<file path="src/rtl/button_repeat_pkg.sv">
// button_repeat_pkg: shared FSM state encoding and counter-width helpers for button control blocks
//   btn_state_t : IDLE / DELAY / REPEAT typematic states
//   cnt_width   : bits needed to hold the values 0..n-1 (never less than 1)
//   max_int     : larger of two integers, for sizing shared counters
package button_repeat_pkg;

    typedef enum logic [1:0] {
        ST_IDLE   = 2'd0,
        ST_DELAY  = 2'd1,
        ST_REPEAT = 2'd2
    } btn_state_t;

    function automatic int cnt_width(input int n);
        return (n <= 2) ? 1 : $clog2(n);
    endfunction

    function automatic int max_int(input int a, input int b);
        return (a > b) ? a : b;
    endfunction

endpackage

</file>
<file path="src/rtl/button_repeat_tick_prescaler.sv">
// tick_prescaler: free-running divider producing a one-cycle tick every TICK_DIV clocks while running
//   i_clock   : system clock
//   i_reset_n : asynchronous active-low reset
//   i_clear   : synchronous clear of the divider count (has priority over run)
//   i_run     : count enable; the count holds while low
//   o_tick    : high during the last cycle of each TICK_DIV-cycle period (only while running)
module tick_prescaler
    import button_repeat_pkg::*;
#(
    parameter int TICK_DIV = 50000
) (
    input  logic i_clock,
    input  logic i_reset_n,
    input  logic i_clear,
    input  logic i_run,
    output logic o_tick
);

    localparam int              CW   = cnt_width(TICK_DIV);
    localparam logic [CW-1:0]   LAST = CW'(TICK_DIV - 1);

    logic [CW-1:0] r_count;

    assign o_tick = i_run && (r_count == LAST);

    always_ff @(posedge i_clock or negedge i_reset_n) begin
        if (!i_reset_n)
            r_count <= '0;
        else if (i_clear)
            r_count <= '0;
        else if (i_run)
            r_count <= o_tick ? '0 : r_count + 1'b1;
    end

endmodule

</file>
<file path="src/rtl/button_repeat.sv">
// button_repeat: turns a debounced button level into press/release/typematic-repeat command pulses
//   i_clock     : system clock, rising edge
//   i_reset_n   : asynchronous active-low reset
//   i_inp       : debounced button level (polarity set by ACTIVE_LOW)
//   i_enable    : 1 = generate events, 0 = suppress events and park the FSM in IDLE
//   o_press     : one-cycle pulse on inactive->active
//   o_release   : one-cycle pulse on active->inactive (only after a reported press)
//   o_repeat    : one-cycle pulse per auto-repeat
//   o_step      : press OR repeat
//   o_held      : registered active level, tracks the button regardless of enable
//   o_long_held : high from the first repeat until release
module button_repeat
    import button_repeat_pkg::*;
#(
    parameter bit ACTIVE_LOW  = 1'b1,
    parameter int TICK_DIV    = 50000,
    parameter int DELAY_TICKS = 500,
    parameter int RATE_TICKS  = 100
) (
    input  logic i_clock,
    input  logic i_reset_n,
    input  logic i_inp,
    input  logic i_enable,
    output logic o_press,
    output logic o_release,
    output logic o_repeat,
    output logic o_step,
    output logic o_held,
    output logic o_long_held
);

    localparam int            TW         = cnt_width(max_int(DELAY_TICKS, RATE_TICKS) + 1);
    localparam logic [TW-1:0] DELAY_LAST = TW'(DELAY_TICKS - 1);
    localparam logic [TW-1:0] RATE_LAST  = TW'(RATE_TICKS - 1);

    logic       w_act, w_rise, w_fall, w_tick, w_run, w_clear;
    logic       w_press, w_release, w_repeat;
    logic       r_a_q;
    logic       r_press, r_release, r_repeat, r_step, r_long_held;
    logic [TW-1:0] r_tcnt;
    btn_state_t r_state, w_state_d;

    assign w_act  = ACTIVE_LOW ? ~i_inp : i_inp;
    assign w_rise = w_act & ~r_a_q;
    assign w_fall = ~w_act & r_a_q;

    // Timing only advances while a press is being tracked; any edge or a
    // disable restarts the period so the next press times from zero.
    assign w_run   = (r_state != ST_IDLE);
    assign w_clear = w_rise | w_fall | ~i_enable;

    tick_prescaler #(
        .TICK_DIV (TICK_DIV)
    ) u_prescaler (
        .i_clock   (i_clock),
        .i_reset_n (i_reset_n),
        .i_clear   (w_clear),
        .i_run     (w_run),
        .o_tick    (w_tick)
    );

    always_ff @(posedge i_clock or negedge i_reset_n) begin
        if (!i_reset_n)
            r_state <= ST_IDLE;
        else
            r_state <= w_state_d;
    end

    // Fall is tested before the repeat terminal count so a release landing
    // on a due repeat reports only the release.
    always_comb begin
        w_state_d = r_state;
        w_press   = 1'b0;
        w_release = 1'b0;
        w_repeat  = 1'b0;
        if (!i_enable) begin
            w_state_d = ST_IDLE;
        end else begin
            case (r_state)
                ST_IDLE: begin
                    if (w_rise) begin
                        w_press   = 1'b1;
                        w_state_d = ST_DELAY;
                    end
                end
                ST_DELAY: begin
                    if (w_fall) begin
                        w_release = 1'b1;
                        w_state_d = ST_IDLE;
                    end else if (w_tick && r_tcnt == DELAY_LAST) begin
                        w_repeat  = 1'b1;
                        w_state_d = ST_REPEAT;
                    end
                end
                ST_REPEAT: begin
                    if (w_fall) begin
                        w_release = 1'b1;
                        w_state_d = ST_IDLE;
                    end else if (w_tick && r_tcnt == RATE_LAST) begin
                        w_repeat  = 1'b1;
                    end
                end
                default: w_state_d = ST_IDLE;
            endcase
        end
    end

    always_ff @(posedge i_clock or negedge i_reset_n) begin
        if (!i_reset_n)
            r_tcnt <= '0;
        else if (w_clear || w_repeat)
            r_tcnt <= '0;
        else if (w_tick)
            r_tcnt <= r_tcnt + 1'b1;
    end

    // REPEAT is only entered through the first repeat and left on release or
    // disable, so long_held is exactly "next state is REPEAT".
    always_ff @(posedge i_clock or negedge i_reset_n) begin
        if (!i_reset_n) begin
            r_a_q       <= 1'b0;
            r_press     <= 1'b0;
            r_release   <= 1'b0;
            r_repeat    <= 1'b0;
            r_step      <= 1'b0;
            r_long_held <= 1'b0;
        end else begin
            r_a_q       <= w_act;
            r_press     <= w_press;
            r_release   <= w_release;
            r_repeat    <= w_repeat;
            r_step      <= w_press | w_repeat;
            r_long_held <= (w_state_d == ST_REPEAT);
        end
    end

    assign o_press     = r_press;
    assign o_release   = r_release;
    assign o_repeat    = r_repeat;
    assign o_step      = r_step;
    assign o_held      = r_a_q;
    assign o_long_held = r_long_held;

endmodule

</file>
<file path="config.mk">
export PLATFORM = sky130hd
export DESIGN_NAME = button_repeat
export DESIGN_NICKNAME = d
export VERILOG_FILES = /design/src/rtl/button_repeat_pkg.sv /design/src/rtl/button_repeat_tick_prescaler.sv /design/src/rtl/button_repeat.sv
export SDC_FILE = /design/constraint.sdc
export NUM_CORES = 1
export LEC_CHECK = 0
export ABC_CLOCK_PERIOD_IN_PS = 2200
export BUFFER_PORTS_ARGS = -buffer_cell sky130_fd_sc_hd__buf_2
export CORE_MARGIN = 1.5
export CORE_UTILIZATION = 54
export DETAILED_ROUTE_END_ITERATION = 10
export PLACE_DENSITY = 0.81
export RECOVER_POWER = 100
export SYNTH_ARGS = -nofsm -noshare
export SYNTH_HDL_FRONTEND = slang
export SYNTH_SLANG_ARGS = --single-unit
</file>
<file path="constraint.sdc">
create_clock -name i_clock -period 2.2 [get_ports i_clock]
set_input_delay 0.44 -clock i_clock [delete_from_list [all_inputs] [get_ports i_clock]]
set_output_delay 0.44 -clock i_clock [all_outputs]
set_load 0.005 [all_outputs]
</file>
==> flow_summary_export.csv <==
group,metric,value,unit
final_layout,area.growth.synth_to_final,15.9,%
placement,globalplace.congestion,0.868,
logic_synthesis,syn_avg_cell_area,9.23,µm²
die,core_area,3100,µm²
pwr,power_leakage,0.887,nW
die,die_w,60.4,µm
clocking,path_clk_slew,0.11,ns
placement,dp.cells,254,
global_route,grt_pass1_vias,1411,
logic_synthesis,synth_area,1780,µm²
status,violations,"max-capacitance violations, max-slew violations, negative setup slack",
global_route,grt_pass1_wl,6.52,mm
sta,max_freq,440,MHz
worst_setup_path,path_max_fanout,2,
logic_synthesis,yosys_warnings,0,
status,status,"complete, but fails checks",
logic_synthesis,synth_nets,205,
clocking,cts_buffers,5,
die,rows,20,
sta,period_minus_slack,2.27,ns
sta,final.setup.worst_slack,-0.0744,ns
final_layout,drive_above_1_share,0.191,
die,dieHeight,60.4,µm
logic_synthesis,ys_seq_area_frac,0.464,
final_layout,fin_cells,264,
route,drt_iter0_markers,90,
final_layout,final_cell_area,2060,µm²
die,die_area,3650,µm²
route,wire_per_inst,14.7,µm
route,drc,0,
sta,rsz0062_at_grt,"true",
placement,hpwl,2.63,mm
job,drv_cap,1,
sta,setup_viol,2,
worst_setup_path,cp-start-kind,"flop",
clocking,clockBufferDepth,2,
die,io_pins,10,
hold_path,hp-class,"input port to flop",
worst_setup_path,cp.required,2.47,ns
final_layout,nFillCells,270,
global_route,antenna_found_initial,0,
sta,slew_violations,34,
clocking,clock_sinks,33,
pwr,peakVddDrop,0.441,mV
final_layout,seq_area,826,µm²
placement,portBuffers,9,
final_layout,final_cell_mix,"dfrtp_1 (33), nand2_1 (21), nor2_1 (19), nand3_1 (17), buf_4 (14)",
route,vias,1546,
logic_synthesis,ys_ff_latch,33,
sta,timing.slew.headroom,-0.119,
route,ant_nets,0,
global_route,grt_max_degree,34,
sta,whs,0.313,ns
route,first_pass_iters,4,
sta,worst_slew_pin_slew,1.68,ns
route,wl,3.87,mm
final_layout,antennaDiodeCount,0,
die,initial_core_util,0.574,
placement,dpl_cell_area,1970,µm²
logic_synthesis,synth_cell_types,37,
clocking,clk_latency,0.34,ns
sta,fin_skew,0.00889,ns
global_route,grt_use_total,0.243,
logic_synthesis,syn_inst,193,
worst_setup_path,crit_type,"flop to flop",
worst_setup_path,cp-end-kind,"flop",
sta,finalHoldViolations,0,
sta,fin_crit_sh,1.03,
route,vias_per_cell,5.86,
final_layout,multi_input_area,937,µm²
final_layout,fin_nets,231,
clocking,htreeDepth,2,
global_route,grt.overflow.total,0,
worst_setup_path,crit_arrival,2.55,ns
final_layout,mostFrequentLayoutCell,"dfrtp_1",
pwr,power.density,496,nW/µm²
clocking,cts-root-buf,"clkbuf_4",
clocking,cts_tree,"done",
-- metal layers --
| metal | global-route usage | up-vias | routed length [µm] |
|---|---|---|---|
| met5 | 0 | - | 0 |
| met4 | 0.112 | 0 | 70 |
| met3 | 0.0618 | 8 | 247 |
| met2 | 0.376 | 52 | 1820 |
| met1 | 0.321 | 753 | 1730 |
| li1 | - | 733 | - |
-- stage by stage --
stage	utilization	total power, mW	worst slack (ns)	TNS, ns
5_1_grt	0.665	1.07	-0.150	-0.569
6_report	0.665	1.02	-0.0744	-0.0802
3_5_place_dp	0.633	0.701	-0.0540	-0.210
3_3_place_gp	0.633	0.698	0.0411	0
4_1_cts	0.658	1.04	-0.0390	-0.0390
2_1_floorplan	-	0.665	-0.0760	-0.0760
-- state kept, by name, indices dropped and copies added (netlist names) --
register and flops:
o_press 1, o_repeat 1, o_release 1, r_state 2
o_step 1, u_prescaler.r_count 16, o_held 1, r_tcnt 9
o_long_held 1
-- final timing paths --
check	slack [ns]	startpoint	end	cells after the start
worst max-delay path	-0.07	u_prescaler.r_count[12]$_DFFE_PN0P_	r_tcnt[7]$_DFFE_PN0P_	4
worst min-delay path	0.31	i_inp	o_held$_DFF_PN0_	2
worst max register to register	-0.07	u_prescaler.r_count[12]$_DFFE_PN0P_	r_tcnt[7]$_DFFE_PN0P_	4
worst min register to register	0.56	r_tcnt[1]$_DFFE_PN0P_	r_tcnt[1]$_DFFE_PN0P_	2
max in group asynchronous	0.71	i_reset_n	r_tcnt[2]$_DFFE_PN0P_	1
min in group asynchronous	0.51	i_reset_n	u_prescaler.r_count[4]$_DFFE_PN0P_	1
-- cells in the mapped netlist --
cell	instances	area, µm²
nor3_1	2	10.0
nor3b_1	2	15.0
or4b_1	2	20.0
nor4_1	5	31.3
mux2_2	1	11.3
dfrtp_1	33	826
xor2_1	10	87.6
or3_1	2	12.5
o21bai_1	1	7.51
or4b_4	1	13.8
or4b_2	1	10.0
nand4_1	4	25.0
xnor2_1	3	26.3
a41oi_1	2	17.5
o21ai_0	3	15.0
nand3b_1	1	7.51
o211ai_1	1	7.51
nor2b_1	4	25.0
a31oi_1	3	18.8
nand2_1	22	82.6
nor2_1	20	75.1
ha_1	8	100
a22oi_1	1	7.51
a311oi_1	1	8.76
a221oi_1	1	8.76
clkbuf_2	1	5.00
and3_1	6	37.5
inv_1	8	30.0
and2_1	2	12.5
nand4b_1	2	17.5
clkbuf_1	6	22.5
nand3_1	17	85.1
a21o_1	1	7.51
a211oi_1	2	15.0
or4_1	2	15.0
a21oi_1	10	50.1
or2_2	2	12.5
-- repair_timing --
item / in CTS / in global routing
setup buffers: 0 / 2
hold endpoints to repair: 0 / 0
hold buffers: 0 / 0
resized for setup: 6 / 5
setup endpoints to repair: 13 / 17
pin swaps: 1 / 7
-- power by group --
group / internal, mW / switching, mW / total [mW]
combinational: 0.0233 / 0.0520 / 0.0753
clock: 0.122 / 0.212 / 0.334
sequential: 0.611 / 0.00262 / 0.614
-- critical path: stages (launching register included) --
cell and delay, ns:
dfrtp_1 0.40, or4b_4 0.56, or4_4 0.57, or4b_1 0.51, a31oi_1 0.17
-- cell type report --
| cell class | instances | area share |
|---|---|---|
| clock buffer | 6 | 0.0200 |
| timing repair buffer | 26 | 0.0794 |
| sequential | 33 | 0.400 |
| multi-input combinational | 145 | 0.454 |
| tap | 44 | 0.0267 |
| inverter | 8 | 0.0146 |
| clock inverter | 2 | 0.00485 |
-- cell families (layout without fill, tap and decap cells) --
group | Yosys count | in the layout | share of synthesized area
DFF | 33 | 33 | 0.464
AOI/OAI and AO/OA | 26 | 26 | 0.0921
buffers and inverters | 15 | 42 | 0.0323
xor gates and xnor gates | 13 | 13 | 0.0639
muxes | 1 | 1 | 0.00632
adders and majority gates | 8 | 8 | 0.0562
and+or+nand+nor | 97 | 97 | 0.285
No activity file was read; power rests on OpenSTA's default activity.
